**src/rtl/usb_data_rx_pkg.sv**
```systemverilog
// Shared types and constants for the USB DATA-packet receive path.
package usb_data_rx_pkg;

    typedef enum logic [7:0] {
        PID_DATA0 = 8'hC3,
        PID_DATA1 = 8'h4B,
        PID_DATA2 = 8'h87,
        PID_MDATA = 8'h0F
    } pid_type_e;

    typedef enum logic [1:0] {
        ST_IDLE,
        ST_PAYLOAD,
        ST_SKIP
    } rx_state_e;

    localparam logic [15:0] CRC16_POLY_REFL = 16'hA001;
    localparam logic [15:0] CRC16_INIT      = 16'hFFFF;
    localparam logic [15:0] CRC16_RESIDUE   = 16'hB001;

    // A PID byte carries its own complement in the upper nibble.
    function automatic logic pid_check(input logic [7:0] pid);
        return pid[7:4] == ~pid[3:0];
    endfunction

endpackage

```
**src/rtl/crc16_byte.sv**
```systemverilog
// One-byte CRC16 update, LSB-first, reflected polynomial; shared with the TX path.
module crc16_byte
    import usb_data_rx_pkg::*;
(
    input  logic [15:0] crc_in,
    input  logic [7:0]  data,
    output logic [15:0] crc_next_c
);

    // Eight unrolled right-shift steps.
    always_comb begin
        crc_next_c = crc_in ^ {8'h00, data};
        for (int i = 0; i < 8; i++) begin
            crc_next_c = crc_next_c[0] ? ((crc_next_c >> 1) ^ CRC16_POLY_REFL)
                                       : (crc_next_c >> 1);
        end
    end

endmodule

```
**src/rtl/usb_data_rx.sv**
```systemverilog
// DATA0/DATA1 receive stage: PID check, payload forwarding, CRC/length status.
module usb_data_rx
    import usb_data_rx_pkg::*;
#(
    parameter int unsigned MAX_LEN = 64
) (
    input  logic                         clk,
    input  logic                         reset,
    input  logic [7:0]                   rx_byte,
    input  logic                         rx_valid,
    input  logic                         rx_sop,
    input  logic                         rx_eop,
    input  logic                         rx_error,
    output logic [7:0]                   data_byte,
    output logic                         data_valid,
    output logic                         pkt_start,
    output logic                         pkt_data1,
    output logic                         pkt_done,
    output logic                         pkt_ok,
    output logic [$clog2(MAX_LEN+1)-1:0] pkt_len
);

    localparam int unsigned LEN_W = $clog2(MAX_LEN + 1);

    rx_state_e          state;
    logic [15:0]        crc;
    logic [15:0]        crc_byte_c;
    logic [7:0]         h0;
    logic [7:0]         h1;
    logic [1:0]         fill;
    logic [LEN_W-1:0]   len;
    logic               ovf;
    logic               err;

    logic               start_c;
    logic               pid_ok_c;
    logic               take_c;
    logic               fwd_try_c;
    logic               fwd_c;
    logic [15:0]        crc_upd_c;
    logic [1:0]         fill_upd_c;
    logic [LEN_W-1:0]   len_upd_c;
    logic               ovf_upd_c;
    logic               err_upd_c;

    crc16_byte u_crc (
        .crc_in     (crc),
        .data       (rx_byte),
        .crc_next_c (crc_byte_c)
    );

    // Datapath view of the current cycle's byte, applied before any end of packet.
    always_comb begin
        start_c    = rx_valid && rx_sop;
        pid_ok_c   = start_c && pid_check(rx_byte) &&
                     ((rx_byte == PID_DATA0) || (rx_byte == PID_DATA1));
        take_c     = (state == ST_PAYLOAD) && rx_valid && !rx_sop && !err && !rx_error;
        fwd_try_c  = take_c && (fill == 2'd2);
        fwd_c      = fwd_try_c && (len != LEN_W'(MAX_LEN));
        crc_upd_c  = take_c ? crc_byte_c : crc;
        fill_upd_c = (take_c && (fill != 2'd2)) ? fill + 2'd1 : fill;
        len_upd_c  = len + LEN_W'(fwd_c);
        ovf_upd_c  = ovf || (fwd_try_c && (len == LEN_W'(MAX_LEN)));
        err_upd_c  = err || rx_error;
    end

    // Packet state machine with hold pipeline, counters, flags and registered outputs.
    always_ff @(posedge clk or posedge reset) begin
        if (reset) begin
            state      <= ST_IDLE;
            crc        <= 16'h0000;
            h0         <= 8'h00;
            h1         <= 8'h00;
            fill       <= 2'd0;
            len        <= '0;
            ovf        <= 1'b0;
            err        <= 1'b0;
            data_byte  <= 8'h00;
            data_valid <= 1'b0;
            pkt_start  <= 1'b0;
            pkt_data1  <= 1'b0;
            pkt_done   <= 1'b0;
            pkt_ok     <= 1'b0;
            pkt_len    <= '0;
        end else begin
            data_valid <= 1'b0;
            pkt_start  <= 1'b0;
            pkt_done   <= 1'b0;

            case (state)
                ST_PAYLOAD: begin
                    crc  <= crc_upd_c;
                    fill <= fill_upd_c;
                    len  <= len_upd_c;
                    ovf  <= ovf_upd_c;
                    err  <= err_upd_c;
                    if (take_c) begin
                        h0 <= rx_byte;
                        h1 <= h0;
                    end
                    if (fwd_c) begin
                        data_byte  <= h1;
                        data_valid <= 1'b1;
                    end
                    if (start_c) begin
                        // New PID mid-packet aborts the current one.
                        pkt_done <= 1'b1;
                        pkt_ok   <= 1'b0;
                        pkt_len  <= len;
                    end else if (rx_eop) begin
                        pkt_done <= 1'b1;
                        pkt_ok   <= (crc_upd_c == CRC16_RESIDUE) && !err_upd_c &&
                                    !ovf_upd_c && (fill_upd_c == 2'd2);
                        pkt_len  <= len_upd_c;
                        state    <= ST_IDLE;
                    end
                end
                default: begin
                    if (rx_eop) begin
                        state <= ST_IDLE;
                    end
                end
            endcase

            // PID evaluation is identical from every state.
            if (start_c) begin
                if (pid_ok_c) begin
                    state     <= ST_PAYLOAD;
                    pkt_start <= 1'b1;
                    pkt_data1 <= (rx_byte == PID_DATA1);
                    crc       <= CRC16_INIT;
                    fill      <= 2'd0;
                    len       <= '0;
                    ovf       <= 1'b0;
                    err       <= 1'b0;
                    if (rx_eop) begin
                        pkt_done <= 1'b1;
                        pkt_ok   <= 1'b0;
                        pkt_len  <= '0;
                    end
                end else begin
                    state <= ST_SKIP;
                end
                if (rx_eop) begin
                    state <= ST_IDLE;
                end
            end
        end
    end

endmodule
```
**config.mk**
```make
export PLATFORM = sky130hd
export DESIGN_NAME = usb_data_rx
export DESIGN_NICKNAME = d
export VERILOG_FILES = /design/src/rtl/usb_data_rx_pkg.sv /design/src/rtl/crc16_byte.sv /design/src/rtl/usb_data_rx.sv
export SDC_FILE = /design/constraint.sdc
export NUM_CORES = 1
export LEC_CHECK = 0
export ABC_AREA = 1
export BUFFER_PORTS_ARGS = -buffer_cell sky130_fd_sc_hd__buf_2
export CORE_MARGIN = 5
export CORE_UTILIZATION = 35
export CTS_BUF_LIST = sky130_fd_sc_hd__clkbuf_8
export DETAILED_ROUTE_END_ITERATION = 10
export PLACE_DENSITY = 0.61
export SLEW_MARGIN = 20
export SYNTH_ARGS = -nofsm -noshare
export SYNTH_HDL_FRONTEND = slang
export SYNTH_SLANG_ARGS = --single-unit
```
**constraint.sdc**
```tcl
create_clock -name clk -period 2.2 [get_ports clk]
set_clock_uncertainty 0.1 [all_clocks]
set_input_delay 0.66 -clock clk [delete_from_list [all_inputs] [get_ports clk]]
set_output_delay 0.66 -clock clk [all_outputs]
set_load 0.02 [all_outputs]
```
==> results of run 1 <==
[layout make-up]
| class | count | area, um2 | share of cell area, % |
|---|---|---|---|
| Sequential cell | 65 | 1630 | 37.24 |
| Multi-Input combinational cell | 313 | 1543 | 35.24 |
| Timing Repair Buffer | 90 | 646.9 | 14.78 |
| Inverter | 56 | 214.0 | 4.887 |
| Tap cell | 129 | 161.4 | 3.687 |
| Clock buffer | 11 | 151.4 | 3.458 |
| Clock inverter | 5 | 31.28 | 0.7145 |
[path summary, 6_finish.rpt]
check / from / slack (ps) / depth (start not counted) / endpoint
max: rx_error / 40 / 16 / pkt_len[2]$_DFF_PP0_
min: reset / 230 / 2 / h1[6]$_DFFE_PP0P_
max reg2reg: state[1]$_DFFE_PP0N_ / 50 / 15 / pkt_len[2]$_DFF_PP0_
min reg2reg: data_byte[4]$_DFFE_PP0P_ / 370 / 2 / data_byte[4]$_DFFE_PP0P_
max in group asynchronous: reset / 1270 / 3 / h1[0]$_DFFE_PP0P_
min in group clk: data_byte[4]$_DFFE_PP0P_ / 370 / 2 / data_byte[4]$_DFFE_PP0P_
[flip-flops by register name (all words and copies together), names as in the netlist, 2 cells and up]
signal	count
crc	16
data_byte	8
fill	2
h0	8
h1	8
len	7
pkt_len	7
state	2
[layer usage]
metal / track usage (%) / part of all wire (%) / up-vias
met1: 20.67 / 46 / 1471
li1: - / - / 1595
met2: 25.65 / 49 / 64
met5: 0 / 0.12 / -
met4: 6.222 / 1.6 / 2
met3: 3.599 / 3.9 / 11
[layout by cell type, fill, tap and decap left out, types with 2 or more instances in the layout]
master,instances
o21ai_0,17
nor2_2,6
clkbuf_8,11
nand2_1,179
a21oi_1,3
dfrtp_2,3
inv_1,37
nor2_4,4
inv_2,19
nor3_1,2
a22o_1,2
nand2_2,3
xnor2_1,2
nand4_1,3
o22ai_1,5
nor2_1,19
buf_2,33
nand3_1,33
a211oi_1,6
buf_12,4
o21ai_1,9
dfrtp_1,62
buf_4,52
o211ai_1,2
o21ai_2,2
a211oi_2,2
clkinvlp_4,4
[repair_timing]
item                       in CTS  in global routing
hold buffers                    0                  0
buffers inserted                0                  3
setup endpoints to repair       1                  9
resized for setup               0                 21
pin swaps                       2                 14
[cell usage after synthesis (2+ instances only)]
master    instances
xnor2_1           3
nand2_1         182
clkbuf_1          6
o21ai_0          19
o21ai_2           2
a21oi_1           3
a22o_1            2
inv_2            19
ha_1              3
nor3_1            2
nand4_1           3
dfrtp_1          65
nor2_1           25
o211ai_1          2
nor2_2            3
o21ai_1           7
buf_2             3
a211oi_1          8
nand3_1          35
xor2_1            2
inv_1            37
o22ai_1           6
[power groups by stage]
stage               Sequential (mW)  Clock [mW]  Combinational, mW
floorplan                      1.31           0              0.170
global placement               1.29           0              0.325
detailed placement             1.30           0              0.330
CTS                            1.27       0.973              0.332
global route                   1.28        1.02              0.384
finish                         1.28       0.938              0.340
[per-stage QoR]
step | setup TNS (ps) | worst slack (ps) | util [%] | std cells
after floorplan | -1340 | -279.1 | - | 446
after global placement | -2399 | -310.7 | 44.08 | 650
after detailed placement | -3021 | -351.9 | 44.08 | 650
after CTS | 0 | 11.10 | 46.05 | 666
after global routing | -460.6 | -119.1 | 47.38 | 669
final | 0 | 42.95 | 47.38 | 669
[cells by family after synthesis]
group,share of synthesized area [%]
buffers and inverters,8.135
AND/OR/NAND/NOR,31.15
adder cells (fa/ha/maj),1.130
XOR/XNOR,1.319
AO/OA/AOI/OAI,9.303
flip-flops,48.96
[worst max-delay path, cell delays in order]
cell and delay, ps:
buf_2 120, nor2_4 110, nand2_2 60, nor2_4 100, inv_2 70, nor2_4 90, inv_2 40, nor2_2 70
ha_2 220, ha_4 170, buf_12 110, xnor2_4 110, o22ai_1 80, a22o_1 180, nand2_1 50, inv_1 40
==> impl_metrics.yaml, run 1 <==
status:
  status: "finished clean"
finish:
  fin_area_mm2: 0.004378
  fillers: 922
  fin_nets: 552
  area_growth_syn_to_layout_pct: 31.79
  num_antenna_cells: 0
  layout-drive-gt1-share_pct: 28.70
pwr:
  ir_drop_mv: 0.2841
  total_power_mw: 2.557
  power_density_mw_per_mm2: 584.2
  combPwrFrac_pct: 13.3
  p_int_mw: 1.848
  p_sw_mw: 0.7092
  sequentialPowerShare_pct: 50.0
  leakage_nw: 2.371
  pwr-share-clk_pct: 36.7
  switching_share_pct: 27.73
place:
  postPlaceCellArea_mm2: 0.004073
  gp_congestion: 0.9737
  numPortBuffers: 33
  hpwl_um: 6317
yosys:
  syn-num-nets: 463
  yosysWarnings: 0
  synth_top_area_share_pct: 48.96
  synth.avg_cell_area_um2: 7.448
  netlist_area_mm2: 0.003322
  yosysTopAreaCell: "dfrtp_1"
  ys_ff_latch: 65
  seq_area_frac_synth_pct: 48.96
  synth_enable_flop_cells: 0
  synth_ff_type: "dfrtp_1"
  syn_inst: 446
  synth.area.top_cells: "dfrtp_1, nand2_1, nand3_1"
  synthArstFlopShare_pct: 100.0
  ys_types: 31
setup_path:
  critPathMaxFanout: 3
  start_kind: "input port"
  path_class: "input port to flop"
  worstPathArrival_ps: 2300
  endpoint_kind: "flop"
  cp.required_ps: 2340
timing:
  hold_ws_ps: 234.3
  period_share_pct: 98.05
  rsz0062_at_grt: "yes"
  setup_viol: 0
  slew_violations: 0
  hold_viol_final: 0
  tightest_slew_ps: 495.3
  max_clock_freq_mhz: 463.6
  finalCriticalPeriod_ps: 2157
  relSlewSlack_pct: 66.91
route:
  wl_per_cell_um: 12.59
  antenna_left: 0
  drc: 0
  drtIter0Drc: 205
  drt_pass1_iterations: 4
  drt_wl_total_um: 8426
  viasPerCell: 4.698
  vias: 3143
clocking:
  clock-sinks: 65
  clk_path_buf_depth: 2
  root_buffer: "clkbuf_8"
  cts_made_buffers: 9
  clkTransAtPathRegs_ps: 80
  clock_latency_ps: 350
  h-tree-depth: 3
  cts_tree: "done"
floorplan:
  start_util_pct: 35.95
  die_x_um: 107.4
  die_y_um: 107.4
  core_area_mm2: 0.009240
  num_rows: 35
  io_pins: 34
  dieArea_mm2: 0.01154
global_route:
  grt_pass1_vias: 3036
  track_usage_pct: 15.88
  grt_pass1_wl_um: 14580
  grt_max_degree: 26
  antenna_found_initial: 1
  grt_overflow: 0
run:
  cap_violations: 0
hold_path:
  hp-class: "input port to asynchronous set/reset pin"
(Power assumes the default switching activity.)
==> run 2, diff against run 1 <==
--- a/config.mk
+++ b/config.mk
@@ -7,6 +7,7 @@
 export LEC_CHECK = 0
 export ABC_AREA = 1
 export BUFFER_PORTS_ARGS = -buffer_cell sky130_fd_sc_hd__buf_2
+export CORE_ASPECT_RATIO = 1.5
 export CORE_MARGIN = 5
 export CORE_UTILIZATION = 35
 export CTS_BUF_LIST = sky130_fd_sc_hd__clkbuf_8
==> run 2 against run 1 <==
Net effect: total power up 5.0%; core utilization decreased by 0.34 points; clock-buffer cell count grew 2; sequential share of layout area grew 0.13 points; critical path depth did not move; die area up 0.35%; clock power increased by 15%; hold slack improved by 66 ps; sequential power about the same; sequential cell count unchanged; cell area decreased by 0.57%; routed wire length shrank 0.37%; largest cell class unchanged; largest power group unchanged.
==> impl_metrics.yaml, run 2 (synthesis gave the netlist of run 1 again) <==
pwr:
  switching_share_pct: 24.87
  combPwrFrac_pct: 12.3
  leakage_nw: 2.398
  p_sw_mw: 0.6682
  ir_drop_mv: 0.4005
  sequentialPowerShare_pct: 47.5
  pwr-share-clk_pct: 40.2
  power_density_mw_per_mm2: 617.2
  p_int_mw: 2.018
  total_power_mw: 2.686
setup_path:
  start_kind: "input port"
  worstPathArrival_ps: 2200
  cp.required_ps: 2330
  critPathMaxFanout: 3
  path_class: "input port to flop"
  endpoint_kind: "flop"
global_route:
  antenna_found_initial: 0
  track_usage_pct: 16.11
  met2_usage_pct: 28.84
  grt_pass1_vias: 3134
  grt_use_met3_pct: 3.372
  grt_pass1_wl_um: 14280
  grt_busiest_layer: "met2"
  grt_use_met1_pct: 17.85
  grt_overflow: 0
  grt_max_degree: 66
timing:
  layout_setup_ws_ps: 133.9
  relSlewSlack_pct: 76.13
  slew_violations: 0
  max_clock_freq_mhz: 484.0
  rsz0062_at_grt: "no"
  hold_viol_final: 0
  setup_viol: 0
  tightest_slew_ps: 358.0
  finalCriticalPeriod_ps: 2066
  period_share_pct: 93.91
clocking:
  clock-sinks: 65
  cts_tree: "done"
  hold_buffers: 0
  clk_path_buf_depth: 2
  clock_latency_ps: 340
  cts_made_buffers: 9
  root_buffer: "clkbuf_8"
  h-tree-depth: 3
  clkTransAtPathRegs_ps: 70
hold_path:
  hp-class: "input port to asynchronous set/reset pin"
finish:
  largest_reg_flops: 16
  regMostFlops: "crc"
  final_common_cell: "nand2_1"
  layout-drive-gt1-share_pct: 27.94
  num_antenna_cells: 0
  area_growth_syn_to_layout_pct: 31.04
  seqCellArea_mm2: 0.001627
  final_cell_mix: "nand2_1, dfrtp_1, buf_4"
  fin_nets: 557
  multi_input_area_mm2: 0.001508
  final_core_util_pct: 47.04
  fillers: 922
route:
  vias: 3059
  drt_wl_total_um: 8395
  wl_per_cell_um: 12.80
  antenna_left: 0
  drtIter0Drc: 147
  drc: 0
  drt_pass1_iterations: 4
  viasPerCell: 4.663
floorplan:
  die_y_um: 129.3
  start_util_pct: 35.90
  die_x_um: 89.55
  num_rows: 43
  io_pins: 34
  core_area_mm2: 0.009254
  dieArea_mm2: 0.01158
place:
  numPortBuffers: 33
  hpwl_um: 6362
  pre_cts_ws_ps: -405.4
  gp_congestion: 0.8788
status:
  status: "finished clean"
run:
  cap_violations: 0
-- run 2: cell types whose count changed in the layout (fill, tap and decap cells not counted), sizes merged --
cell,change
clkbuf,+2
inv,-1
clkinvlp,-3
bufinv,+1
buf,+5
-- run 2: cell type report --
type | instances | share of cell area (%)
repair buffers | 95 | 14.95
well taps | 112 | 3.219
multi-input cells | 313 | 34.64
flip-flops and latches | 65 | 37.37
inverters | 56 | 4.915
clock buffers | 13 | 4.110
clock inverters | 2 | 0.8048
-- run 2: worst max-delay path, stage by stage --
cell and delay, ps:
buf_2 120, nor2_4 100, nand2_2 70, nor2_4 100, inv_2 70, nor2_4 90
inv_2 50, nor2_4 90, ha_4 160, ha_4 160, nand3_2 80, nor2_2 100
xnor2_1 120, nand2_1 80, nor2_1 100, nor3_1 60
-- run 2: worst paths after layout --
path | start | endpoint | slack, ps | cells after the start
worst max-delay path | rx_error | pkt_len[6]$_DFF_PP0_ | 130 | 16
worst min-delay path | reset | crc[4]$_DFF_PP0_ | 300 | 3
worst max register to register | err$_DFF_PP0_ | pkt_len[6]$_DFF_PP0_ | 140 | 15
worst min register to register | data_byte[3]$_DFFE_PP0P_ | data_byte[3]$_DFFE_PP0P_ | 370 | 2
max in group asynchronous | reset | crc[2]$_DFF_PP0_ | 1410 | 3
min in group clk | data_byte[3]$_DFFE_PP0P_ | data_byte[3]$_DFFE_PP0P_ | 370 | 2
-- run 2: metrics by stage --
stage	cell area, um2	hold slack (ps)	std cells	setup TNS (ps)
after CTS	4305	311.5	655	0
after detailed placement	4079	353.8	640	-3976
after floorplan	3363	342.2	446	-1340
after global placement	4079	348.3	640	-2991
after global routing	4353	331.3	656	0
final	4353	300.6	656	0
-- run 2: per-layer routing --
metal  vias up  wire length, um  part of all wire, %
li1       1593                -                    -
met1      1390             3397                   40
met2        65             4433                   53
met3        11              421                  5.0
met4         0              143                  1.7
met5         -                0                    0
-- run 2: power groups by stage --
stage / sequential (mW) / combinational, mW / clock, mW
2_1_floorplan: 1.31 / 0.170 / 0
3_3_place_gp: 1.30 / 0.326 / 0
3_5_place_dp: 1.29 / 0.329 / 0
4_1_cts: 1.27 / 0.331 / 1.12
5_1_grt: 1.28 / 0.373 / 1.17
6_report: 1.28 / 0.330 / 1.08
-- run 2: what timing repair did --
| action | 4_1_cts | 5_1_grt |
|---|---|---|
| pin swaps | 2 | 7 |
| hold endpoints to repair | 0 | 0 |
| resized for setup | 2 | 10 |
| setup endpoints to repair | 3 | 6 |
| buffers inserted | 0 | 1 |
==> run 3, diff against run 2 <==
--- a/config.mk
+++ b/config.mk
@@ -9,10 +9,10 @@
 export BUFFER_PORTS_ARGS = -buffer_cell sky130_fd_sc_hd__buf_2
 export CORE_ASPECT_RATIO = 1.5
 export CORE_MARGIN = 5
-export CORE_UTILIZATION = 35
+export CORE_UTILIZATION = 55
 export CTS_BUF_LIST = sky130_fd_sc_hd__clkbuf_8
 export DETAILED_ROUTE_END_ITERATION = 10
-export PLACE_DENSITY = 0.61
+export PLACE_DENSITY = 0.85
 export SLEW_MARGIN = 20
 export SYNTH_ARGS = -nofsm -noshare
 export SYNTH_HDL_FRONTEND = slang
==> run 3 against run 2 <==
Net effect: combinational power hardly changed; first-iteration DRC count is 70% higher; largest power group unchanged; critical path depth is 1 higher; critical endpoint is now pkt_ok$_DFF_PP0_; non-clock buffer count is 3 lower; register-to-register slack worse by 96 ps; core utilization is 27 points higher.
==> impl_metrics.yaml, run 3 (synthesis gave the netlist of run 1 again) <==
status:
  status: "finished clean"
clocking:
  clock_latency_ps: 350
  clk_path_buf_depth: 2
  cts_tree: "done"
  h-tree-depth: 3
  root_buffer: "clkbuf_8"
  cts_made_buffers: 9
  clock-sinks: 65
  clkTransAtPathRegs_ps: 70
timing:
  hold_viol_final: 0
  layout_setup_ws_ps: 43.58
  rsz0062_at_grt: "yes"
  relSlewSlack_pct: 76.92
  max_clock_freq_mhz: 463.7
  setup_tns_ps: 0
  hold_ws_ps: 305.0
  finalCriticalPeriod_ps: 2156
  tightest_slew_ps: 346.2
  setup_viol: 0
  slew_violations: 0
  period_share_pct: 98.02
global_route:
  grt_use_met3_pct: 4.707
  antenna_found_initial: 0
  grt_use_met1_pct: 26.53
  grt_pass1_wl_um: 14970
  track_usage_pct: 25.03
  grt_max_degree: 66
  met2_usage_pct: 45.43
  grt_pass1_vias: 3321
  grt_busiest_layer: "met2"
  grt_overflow: 0
finish:
  final_cells: 614
  layout-drive-gt1-share_pct: 28.04
  regMostFlops: "crc"
  largest_reg_flops: 16
  area_growth_syn_to_layout_pct: 29.79
  num_antenna_cells: 0
  final_common_cell: "nand2_1"
  fin_nets: 554
  final_cell_mix: "nand2_1, dfrtp_1, buf_4"
  fin_area_mm2: 0.004312
floorplan:
  num_rows: 34
  dieArea_mm2: 0.007726
  die_y_um: 105.2
  core_area_mm2: 0.005828
  die_x_um: 73.46
  start_util_pct: 57.00
  io_pins: 34
setup_path:
  critPathSlowestCell: "buf_6"
  start_kind: "input port"
  crit_top_cell: "nand2_1"
  critPathMaxFanout: 17
  cp.required_ps: 2380
  path_cells: "buf_2, nor2_4, nand2_2, nor2_4, inv_2, buf_6, buf_4, nand2_1, nand2_1, nand3_1, nor3_2, nand3_1, nor2_1, nand2_1, nand2_1, nand2_1, a21oi_2"
  rrSetupSlack_ps: 40
  worstPathArrival_ps: 2340
  path_class: "input port to flop"
  endpoint_kind: "flop"
  critPathMaxStageDelay_ps: 190
route:
  vias: 3238
  antenna_left: 0
  drt_wl_total_um: 8976
  wl_per_cell_um: 14.62
  drc: 0
  viasPerCell: 5.274
  drt_pass1_iterations: 4
  drtIter0Drc: 250
place:
  postPlaceCellArea_mm2: 0.003991
  place_inst: 595
  numPortBuffers: 33
  pre_cts_ws_ps: -420.5
  gp_congestion: 0.9554
  hpwl_um: 6483
run:
  cap_violations: 0
pwr:
  leakage_nw: 2.378
  power_density_mw_per_mm2: 633.1
  ir_drop_mv: 0.4962
hold_path:
  hp-class: "input port to asynchronous set/reset pin"
## run 3: final timing paths
check	from	end	cells past startpoint
setup / recovery	rx_error	pkt_ok$_DFF_PP0_	17
hold / removal	reset	state[1]$_DFFE_PP0N_	3
setup reg to reg	err$_DFF_PP0_	pkt_ok$_DFF_PP0_	16
hold reg to reg	data_byte[3]$_DFFE_PP0P_	data_byte[3]$_DFFE_PP0P_	2
max in group asynchronous	reset	crc[10]$_DFF_PP0_	3
min in group clk	data_byte[3]$_DFFE_PP0P_	data_byte[3]$_DFFE_PP0P_	2
## run 3: layout make-up
cell class,count,area (um2)
sequential,65,1627
tap,72,90.09
inverter,56,214.0
fill,439,1516
multi-input combinational,313,1534
timing repair buffer,92,628.1
clock inverter,7,95.09
clock buffer,9,123.9
## run 3: where the power goes
group	leakage [nW]	internal (mW)	total [mW]	switching (mW)
registers	0.803	1.24	1.28	0.0438
logic	1.47	0.133	0.330	0.197
clock network	0.109	0.637	1.12	0.482
## run 3: through the flow
step / total power, mW / utilization (%)
after global placement: 1.601 / 68.48
final: 2.730 / 73.98
after global routing: 2.853 / 73.98
after CTS: 2.731 / 72.46
after detailed placement: 1.612 / 68.48
after floorplan: 1.477 / -
## run 3: layer usage
| layer | wire length (um) | vias to the layer above |
|---|---|---|
| met3 | 340 | 27 |
| met1 | 3343 | 1531 |
| met5 | 0 | - |
| met4 | 342 | 0 |
| li1 | - | 1594 |
| met2 | 4951 | 86 |
## run 3: timing repair
action                                  in CTS  in global routing
gates resized for setup                      2                 15
hold buffers                                 0                  0
pin swaps                                    5                  9
buffers inserted                             0                  3
endpoints found under the setup margin       4                  6
## run 3: worst max-delay path, delay by kind of cell
family                 cells  cell delay, ps
AND/OR/NAND/NOR           12            1040
buffers and inverters      4             520
AO/OA/AOI/OAI              1             110
